$ cat src/rtl/if_fetch_stage_if.sv
// Fetch-stage bundle: pipeline control in from the hazard unit, instruction memory
// traffic, and the IF/ID register contents out to decode.
interface if_fetch_stage_if;
   logic        PC_Wr;
   logic        IFID_Wr;
   logic        IFID_Flush;
   logic        is_J;
   logic        is_B;
   logic        trq;
   logic [31:0] br_target;
   logic [31:0] jr_target;
   logic [31:0] ex_pc;
   logic        ex_valid;
   logic [31:0] imem_rdata;
   logic [31:0] imem_addr;
   logic [31:0] PC;
   logic [31:0] IFID_Instruct;
   logic [31:0] IFID_PC4;
   logic        IFID_Valid;
   logic [31:0] epc;

   modport master (
      output PC_Wr, IFID_Wr, IFID_Flush, is_J, is_B, trq,
      output br_target, jr_target, ex_pc, ex_valid, imem_rdata,
      input  imem_addr, PC, IFID_Instruct, IFID_PC4, IFID_Valid, epc
   );

   modport slave (
      input  PC_Wr, IFID_Wr, IFID_Flush, is_J, is_B, trq,
      input  br_target, jr_target, ex_pc, ex_valid, imem_rdata,
      output imem_addr, PC, IFID_Instruct, IFID_PC4, IFID_Valid, epc
   );
endinterface

$ cat src/rtl/if_fetch_stage.sv
// Instruction fetch: PC register, next-PC priority select, IF/ID pipeline register
// and the interrupt return address capture.
module if_fetch_stage #(
   parameter logic [31:0] RESET_PC = 32'h8000_0000,
   parameter logic [31:0] IRQ_VEC  = 32'h8000_0004
) (
   input  logic              clk,
   input  logic              reset,
   if_fetch_stage_if.slave   bus
);

   logic [31:0] pc_q, pc_d;
   logic [31:0] instr_q, instr_d;
   logic [31:0] pc4_q, pc4_d;
   logic        valid_q, valid_d;
   logic [31:0] epc_q, epc_d;

   logic [31:0] pc4;
   logic [5:0]  opcode;
   logic [5:0]  funct;
   logic        is_jr;
   logic [31:0] jtarget;

   assign pc4    = pc_q + 32'd4;
   assign opcode = instr_q[31:26];
   assign funct  = instr_q[5:0];
   assign is_jr  = (opcode == 6'b000000) &&
                   ((funct == 6'b001000) || (funct == 6'b001001));
   // jr/jalr take the forwarded register verbatim; j/jal splice into the PC4 region.
   assign jtarget = is_jr ? bus.jr_target : {pc4_q[31:28], instr_q[25:0], 2'b00};

   always_comb begin
      pc_d    = pc_q;
      instr_d = instr_q;
      pc4_d   = pc4_q;
      valid_d = valid_q;
      epc_d   = epc_q;

      if (bus.trq)            pc_d = IRQ_VEC;
      else if (bus.is_B)      pc_d = bus.br_target;
      else if (!bus.PC_Wr)    pc_d = pc_q;
      else if (bus.is_J)      pc_d = jtarget;
      else                    pc_d = pc4;

      // A stalled IF/ID must keep a jr in place even when the flush is asserted.
      if (bus.trq || bus.is_B) begin
         instr_d = 32'd0;
         pc4_d   = 32'd0;
         valid_d = 1'b0;
      end else if (!bus.IFID_Wr) begin
         instr_d = instr_q;
         pc4_d   = pc4_q;
         valid_d = valid_q;
      end else if (bus.IFID_Flush) begin
         instr_d = 32'd0;
         pc4_d   = 32'd0;
         valid_d = 1'b0;
      end else begin
         instr_d = bus.imem_rdata;
         pc4_d   = pc4;
         valid_d = 1'b1;
      end

      // Return to the oldest instruction that the interrupt squashes.
      if (bus.trq) begin
         if (bus.ex_valid)   epc_d = bus.ex_pc;
         else if (valid_q)   epc_d = pc4_q - 32'd4;
         else                epc_d = pc_q;
      end
   end

   always_ff @(posedge clk) begin
      if (reset) begin
         pc_q    <= RESET_PC;
         instr_q <= 32'd0;
         pc4_q   <= 32'd0;
         valid_q <= 1'b0;
         epc_q   <= 32'd0;
      end else begin
         pc_q    <= pc_d;
         instr_q <= instr_d;
         pc4_q   <= pc4_d;
         valid_q <= valid_d;
         epc_q   <= epc_d;
      end
   end

   assign bus.imem_addr     = pc_q;
   assign bus.PC            = pc_q;
   assign bus.IFID_Instruct = instr_q;
   assign bus.IFID_PC4      = pc4_q;
   assign bus.IFID_Valid    = valid_q;
   assign bus.epc           = epc_q;

endmodule

$ cat src/flat_wrapper.sv
// flat-port wrapper written by rule: the top's interface ports become plain ports
module if_fetch_stage_flat 
#(
   parameter logic [31:0] RESET_PC = 32'h8000_0000,
   parameter logic [31:0] IRQ_VEC  = 32'h8000_0004
)
  (clk, reset, bus_PC_Wr, bus_IFID_Wr, bus_IFID_Flush, bus_is_J, bus_is_B, bus_trq, bus_br_target, bus_jr_target, bus_ex_pc, bus_ex_valid, bus_imem_rdata, bus_imem_addr, bus_PC, bus_IFID_Instruct, bus_IFID_PC4, bus_IFID_Valid, bus_epc);
  if_fetch_stage_if bus_i ();
  input  logic clk;
  input  logic reset;
  input wire logic [$bits(bus_i.PC_Wr)-1:0] bus_PC_Wr;
  input wire logic [$bits(bus_i.IFID_Wr)-1:0] bus_IFID_Wr;
  input wire logic [$bits(bus_i.IFID_Flush)-1:0] bus_IFID_Flush;
  input wire logic [$bits(bus_i.is_J)-1:0] bus_is_J;
  input wire logic [$bits(bus_i.is_B)-1:0] bus_is_B;
  input wire logic [$bits(bus_i.trq)-1:0] bus_trq;
  input wire logic [$bits(bus_i.br_target)-1:0] bus_br_target;
  input wire logic [$bits(bus_i.jr_target)-1:0] bus_jr_target;
  input wire logic [$bits(bus_i.ex_pc)-1:0] bus_ex_pc;
  input wire logic [$bits(bus_i.ex_valid)-1:0] bus_ex_valid;
  input wire logic [$bits(bus_i.imem_rdata)-1:0] bus_imem_rdata;
  output wire logic [$bits(bus_i.imem_addr)-1:0] bus_imem_addr;
  output wire logic [$bits(bus_i.PC)-1:0] bus_PC;
  output wire logic [$bits(bus_i.IFID_Instruct)-1:0] bus_IFID_Instruct;
  output wire logic [$bits(bus_i.IFID_PC4)-1:0] bus_IFID_PC4;
  output wire logic [$bits(bus_i.IFID_Valid)-1:0] bus_IFID_Valid;
  output wire logic [$bits(bus_i.epc)-1:0] bus_epc;
  assign bus_i.PC_Wr = bus_PC_Wr;
  assign bus_i.IFID_Wr = bus_IFID_Wr;
  assign bus_i.IFID_Flush = bus_IFID_Flush;
  assign bus_i.is_J = bus_is_J;
  assign bus_i.is_B = bus_is_B;
  assign bus_i.trq = bus_trq;
  assign bus_i.br_target = bus_br_target;
  assign bus_i.jr_target = bus_jr_target;
  assign bus_i.ex_pc = bus_ex_pc;
  assign bus_i.ex_valid = bus_ex_valid;
  assign bus_i.imem_rdata = bus_imem_rdata;
  assign bus_imem_addr = bus_i.imem_addr;
  assign bus_PC = bus_i.PC;
  assign bus_IFID_Instruct = bus_i.IFID_Instruct;
  assign bus_IFID_PC4 = bus_i.IFID_PC4;
  assign bus_IFID_Valid = bus_i.IFID_Valid;
  assign bus_epc = bus_i.epc;
  if_fetch_stage #(.RESET_PC(RESET_PC), .IRQ_VEC(IRQ_VEC)) u_core (.clk(clk), .reset(reset), .bus(bus_i));
endmodule
$ cat config.mk
export PLATFORM = sky130hd
export DESIGN_NAME = if_fetch_stage_flat
export DESIGN_NICKNAME = d
export VERILOG_FILES = /design/src/rtl/if_fetch_stage_if.sv /design/src/rtl/if_fetch_stage.sv /design/src/flat_wrapper.sv
export SDC_FILE = /design/constraint.sdc
export NUM_CORES = 1
export LEC_CHECK = 0
export CAP_MARGIN = 20
export CORE_MARGIN = 1.5
export CORE_UTILIZATION = 44
export CTS_CLUSTER_DIAMETER = 30
export CTS_CLUSTER_SIZE = 30
export DETAILED_ROUTE_END_ITERATION = 12
export GPL_TIMING_DRIVEN = 1
export PLACE_DENSITY = 0.82
export SLEW_MARGIN = 5
export SYNTH_ARGS = -nofsm -noshare
export SYNTH_HDL_FRONTEND = slang
export SYNTH_SLANG_ARGS = --single-unit
$ cat constraint.sdc
create_clock -name clk -period 3.46 [get_ports clk]
set_clock_uncertainty 0.05 [all_clocks]
set_input_delay 0.519 -clock clk [delete_from_list [all_inputs] [get_ports clk]]
set_output_delay 0.519 -clock clk [all_outputs]
set_load 0.02 [all_outputs]
# == Word-level counts from Yosys, hierarchy flattened ==
# Cells that the tools add are included.
# totals
regBits,129
latchBits,0
ram_bits,0
mem_bits_ro,0
memories,0
# classes
n_addsub,2
n_mul,0
div,0
magnitude_cmp,0
n_eq_ne,2
n_shift,0
muxes,10
bitwise_logic,0
n_reduce_logical,8
# op_table
operator,n
two-way mux 32 bit,8
adder 32 x 3 -> 32 bit (second input constant),1
subtractor 32 x 3 -> 32 bit (second input constant),1
equality test 6 x 4 -> 1 bit (second input constant),2
zero test 6 bit,1
OR reduction 2 bit,2
two-way mux 3 bit,1
nonzero test 3 bit,1
logical OR 1 bit,2
nonzero test 2 bit,1
logical AND 1 bit,1
two-way mux 1 bit,1

# == Logic depth before layout (Yosys ltp) ==
# Gate-level depths: netlist of the first run.
# logic_depth
ltp_word,8
mapped_depth,8
depth_no_buf,7

# == Least setup slack after synthesis of the first run ==
# OpenSTA, ideal clock, no wires.
# synth_path
path_type,register to register
start,reg u_core.pc4_q[2] (netlist: u_core.bus.IFID_PC4[2])
end,reg u_core.epc_q[22] (netlist: u_core.bus.epc[22])
setup_ps,70
t_arrival_ps,2717
slack_ps,623
path_stages_with_launch,9
period_less_slack_ps,2837
cell_sequence,dfxtp_1 inv_1 ha_1 or4b_1 clkbuf_1 nand4b_2 or4_2 a311o_1 a21oi_1
# synth_via
elab_chain_len,3
# synth_rtl
item,line_no,text
start: declaration,if_fetch_stage.sv:14,"logic [31:0] pc4_q, pc4_d;"
start signal: assignment,if_fetch_stage.sv:82,pc4_q <= pc4_d;
subtractor 32 x 3 -> 32 bit,if_fetch_stage.sv:67,else if (valid_q) epc_d = pc4_q - 32'd4;
two-way mux 32 bit,if_fetch_stage.sv:67,
two-way mux 32 bit,if_fetch_stage.sv:66,if (bus.ex_valid) epc_d = bus.ex_pc;
end signal: assignment,if_fetch_stage.sv:84,epc_q <= epc_d;
end: declaration,if_fetch_stage.sv:16,"logic [31:0] epc_q, epc_d;"
# No other way between the ends.
# A chain may end at the register's enable or synchronous reset.

# == Final worst setup path of the first run ==
# Same ends and word-level chain as after synthesis.

==> results of run 1 <==
## cell families (layout without fill, tap and decap cells)
logic type                 count (synthesis)  after routing  synth area share (%)
and+or+nand+nor                          319            319                  21.3
muxes                                     25             25                  3.58
adders and majority gates                  2              2                 0.343
AOI/OAI and AO/OA                        286            286                  26.5
buffers and inverters                    123            371                  8.25
xor gates and xnor gates                  39             39                  4.68
DFF                                      129            129                  35.4
## cell usage after synthesis (4+ instances only)
cell                       count
sky130_fd_sc_hd__or3_1         7
sky130_fd_sc_hd__nor3_1       27
sky130_fd_sc_hd__a221oi_1      7
sky130_fd_sc_hd__nand2_1      65
sky130_fd_sc_hd__o221a_2       4
sky130_fd_sc_hd__xor2_1        9
sky130_fd_sc_hd__a31oi_1      21
sky130_fd_sc_hd__mux2_2        9
sky130_fd_sc_hd__clkbuf_1     66
sky130_fd_sc_hd__mux2i_1      16
sky130_fd_sc_hd__nand4_1      11
sky130_fd_sc_hd__nand2b_1      5
sky130_fd_sc_hd__nor4_1       13
sky130_fd_sc_hd__buf_4        33
sky130_fd_sc_hd__dfxtp_1     129
sky130_fd_sc_hd__a21oi_1      42
sky130_fd_sc_hd__o31ai_1       6
sky130_fd_sc_hd__nor2_1      115
sky130_fd_sc_hd__or2_2         8
sky130_fd_sc_hd__o21a_1        6
sky130_fd_sc_hd__nand3_1      26
sky130_fd_sc_hd__a311oi_1     13
sky130_fd_sc_hd__buf_1         7
sky130_fd_sc_hd__nor2b_1       4
sky130_fd_sc_hd__or4_1         8
sky130_fd_sc_hd__o21bai_1      8
sky130_fd_sc_hd__o21ai_0      69
sky130_fd_sc_hd__a22oi_1      50
sky130_fd_sc_hd__nor3b_1       7
sky130_fd_sc_hd__a211oi_1     28
sky130_fd_sc_hd__and3_1        7
sky130_fd_sc_hd__inv_1        12
sky130_fd_sc_hd__xnor2_1      30
## routing by layer
layer	wire [um]	up-vias	share of wire [%]	GRT usage (%)
met2	12300	462	45	48.5
met1	11900	3780	43	42.0
li1	-	3861	-	-
met4	501	0	1.8	9.51
met3	2660	39	9.7	7.19
met5	0	-	0	0
## cell usage in the layout (no fill, tap or decap), types with 4 or more instances in the layout
| cell | instances |
|---|---|
| sky130_fd_sc_hd__a211oi_1 | 28 |
| sky130_fd_sc_hd__a21oi_1 | 42 |
| sky130_fd_sc_hd__a221oi_1 | 7 |
| sky130_fd_sc_hd__a22oi_1 | 50 |
| sky130_fd_sc_hd__a311oi_1 | 13 |
| sky130_fd_sc_hd__a31oi_1 | 21 |
| sky130_fd_sc_hd__and3_1 | 7 |
| sky130_fd_sc_hd__buf_4 | 28 |
| sky130_fd_sc_hd__bufinv_16 | 5 |
| sky130_fd_sc_hd__clkbuf_16 | 17 |
| sky130_fd_sc_hd__clkdlybuf4s50_1 | 295 |
| sky130_fd_sc_hd__clkinvlp_4 | 4 |
| sky130_fd_sc_hd__dfxtp_1 | 128 |
| sky130_fd_sc_hd__inv_1 | 12 |
| sky130_fd_sc_hd__mux2_2 | 9 |
| sky130_fd_sc_hd__mux2i_1 | 16 |
| sky130_fd_sc_hd__nand2_1 | 64 |
| sky130_fd_sc_hd__nand2b_1 | 5 |
| sky130_fd_sc_hd__nand3_1 | 26 |
| sky130_fd_sc_hd__nand4_1 | 11 |
| sky130_fd_sc_hd__nor2_1 | 114 |
| sky130_fd_sc_hd__nor3_1 | 27 |
| sky130_fd_sc_hd__nor3b_1 | 7 |
| sky130_fd_sc_hd__nor4_1 | 13 |
| sky130_fd_sc_hd__o21a_1 | 6 |
| sky130_fd_sc_hd__o21ai_0 | 69 |
| sky130_fd_sc_hd__o21bai_1 | 8 |
| sky130_fd_sc_hd__o221a_2 | 4 |
| sky130_fd_sc_hd__o31ai_1 | 6 |
| sky130_fd_sc_hd__or2_2 | 8 |
| sky130_fd_sc_hd__or3_1 | 7 |
| sky130_fd_sc_hd__or4_1 | 8 |
| sky130_fd_sc_hd__xnor2_1 | 30 |
| sky130_fd_sc_hd__xor2_1 | 9 |
## worst max-delay path, stage by stage, from the launching register on
cell and delay [ns]:
sky130_fd_sc_hd__dfxtp_1 0.37, sky130_fd_sc_hd__inv_1 0.08, sky130_fd_sc_hd__ha_1 0.23, sky130_fd_sc_hd__or4b_1 0.60
sky130_fd_sc_hd__nand4b_2 0.41, sky130_fd_sc_hd__or4_2 0.69, sky130_fd_sc_hd__a311o_1 0.37, sky130_fd_sc_hd__a21oi_1 0.13
## registers in the layout, indices dropped and copies added (netlist names), named ones only
register and cells:
u_core.bus.IFID_Instruct 32, u_core.bus.IFID_PC4 32, u_core.bus.IFID_Valid 1, u_core.bus.PC 30, u_core.bus.epc 32
## path summary, 6_finish.rpt
kind | startpoint | endpoint | slack, ns | cells past startpoint
worst max-delay path | u_core.bus.IFID_PC4[2] | u_core.bus.epc[22] | 0.46 | 7
worst min-delay path | u_core.bus.epc[5] | u_core.bus.epc[5] | 0.44 | 2
worst max register to register | u_core.bus.IFID_PC4[2] | u_core.bus.epc[22] | 0.46 | 7
worst min register to register | u_core.bus.epc[5] | u_core.bus.epc[5] | 0.44 | 2
## area by class of cell
class,instances,area (sq um),share of cell area [%]
clock buffer,18,439,4.05
clock inverter,14,213,1.96
inverter,14,52.6,0.484
multi-input combinational,671,4120,38.0
sequential,129,2580,23.8
tap,216,270,2.49
timing repair buffer,325,3170,29.2
## power by group through the flow
stage          Sequential (mW)  Combinational (mW)  Clock, mW
2_1_floorplan             1.67               0.314          0
5_1_grt                   1.60               0.775       2.06
6_report                  1.60               0.724       1.99
4_1_cts                   1.60               0.720       1.99
3_3_place_gp              1.63               0.708          0
3_5_place_dp              1.63               0.716          0
## metrics by stage
step / setup WS, ns / power, mW
floorplan: 0.623 / 1.98
global placement: 0.572 / 2.34
detailed placement: 0.490 / 2.34
CTS: 0.479 / 4.31
global route: 0.344 / 4.44
finish: 0.464 / 4.31
==> implementation parameters, run 1 <==
Parameter                              Value

Status
  Result of the run ... finished, final reports clean

Place
  Placed wire-length estimate ... 20600 um
  Placement Cell Area ... 10200 sq um
  Number of buffers inserted by port buffering ... 297
  Number of cells in the design after placement ... 1355
  Gpl congestion ... 0.936

Power and ir drop
  Worst voltage drop across the vdd grid ... 0.386 mV
  Leakage component of the power ... 3.85 nW
  Clock network fraction of total power ... 46.1%
  Power share of the combinational group ... 16.8%
  Int Power ... 3.20 mW
  Areal power density over the cells ... 397 nW/um^2
  Switching Fraction ... 25.8%
  P_sw ... 1.11 mW
  Register share of total power ... 37.1%

CTS
  Number of buffers inserted by hold repair at cts ... 0
  CTS tree ... built
  Clk sinks ... 129
  H-tree depth reported by CTS ... 4
  Clock Root Buffer ... sky130_fd_sc_hd__clkbuf_16
  Post-cts resize count ... 0
  Insertion delay of the later-clocked pin in the worst-skew pair ... 0.43 ns
  Inserted Clock Buffers ... 17
  Worst-path clk slew ... 0.06 ns
  Setup fix buffers added after clock tree synthesis ... 0
  Maximum clock insertion buffer count ... 2

Yosys
  Total number of yosys warnings ... 0
  Unique masters post-synth ... 66
  Mean instance size in the synthesized netlist ... 7.90 sq um
  Mapped cell area ... 7290 sq um
  Asr flop ratio synth ... 0%
  Synth area leaders ... sky130_fd_sc_hd__dfxtp_1 35%, sky130_fd_sc_hd__nor2_1 5.9%, sky130_fd_sc_hd__a22oi_1 5.1%, sky130_fd_sc_hd__o21ai_0 4.7%, sky130_fd_sc_hd__xnor2_1 3.6%
  Syn Inst Count ... 923
  Synth Net Count ... 1062
  Post-synth EDFFs ... 0
  Share of Yosys cell area claimed by the top area cell type ... 35.4%
  Share of synthesized area occupied by flip-flops and latches ... 35.4%
  Flip-flop and latch count after synthesis ... 129
  Biggest area consumer among synthesized cells ... sky130_fd_sc_hd__dfxtp_1
  Primary flip-flop cell chosen by synthesis mapping ... sky130_fd_sc_hd__dfxtp_1

Layout
  Final standard cell utilization of the core ... 67.6%
  Fraction of final layout cells with drive strength greater than 1 ... 8.11%
  Count of nets after finishing ... 1297
  Non-filler instance count after layout ... 1387
  # fillers ... 1323
  # diodes ... 0
  Post-route cell area ... 10900 sq um
  Area growth from synthesis to final layout ... 48.8%

Routing
  Vias per inst ... 5.87
  Remaining routing DRC violations ... 0
  Routed wire length ... 27400 um
  DR iter-0 viols ... 874
  Wire per inst ... 19.7 um
  Antenna Violating Nets Remaining ... 0
  Number of optimization iterations in the first detailed-route pass ... 7
  Number of vias in the routed layout ... 8142

Worst setup path
  Worst-path fanout max ... 10
  Required time of the critical path ... 3.77 ns
  Element type at the critical path start ... flip-flop
  Worst EP arrival ... 3.30 ns
  CP endpoint kind ... flip-flop
  Worst Setup Path Type ... flip-flop to flip-flop

STA
  Hold slack final ... 0.437 ns
  Unrepaired setup endpoints after global routing ... false
  Fin crit share ... 86.6%
  Final TNS setup ... 0 ns
  Normalized max-slew margin ... 46.3%
  Tightest Pin Transition ... 0.799 ns
  Minimum clock period after layout ... 3.00 ns
  Achievable frequency ... 0.334 GHz
  Final Max Tran Viols ... 0
  Hold Fails Final Rpt ... 0
  Final number of setup-violating endpoints ... 0

Global routing
  GRT Resource Usage Total ... 30.9%
  Total overflow reported by the global router ... 0
  First-pass GRT wire length ... 42800 um
  Initial antenna violation count ... 0
  Maximum number of pins on one net before global-route repair ... 58
  Vias in the first global route ... 7717

Die
  Core footprint ... 16100 sq um
  DIE WIDTH ... 132 um
  Starting Density ... 45.4%
  Die extent in y ... 132 um
  Die ar. ... 17400 sq um
  Number of standard-cell rows in the floorplan ... 46
  Boundary Pins ... 298

Run
  Number of max-cap violations ... 0

Hold path
  Hold Path Class ... flip-flop to flip-flop
Note: power is estimated with default switching activity, not from simulation.
==> run 2: changes to the inputs <==
Settings changed: CTS_CLUSTER_SIZE 30 to 20.
==> results of run 2 <==
The final DEF is identical to that of run 1; final timing and power are the same.
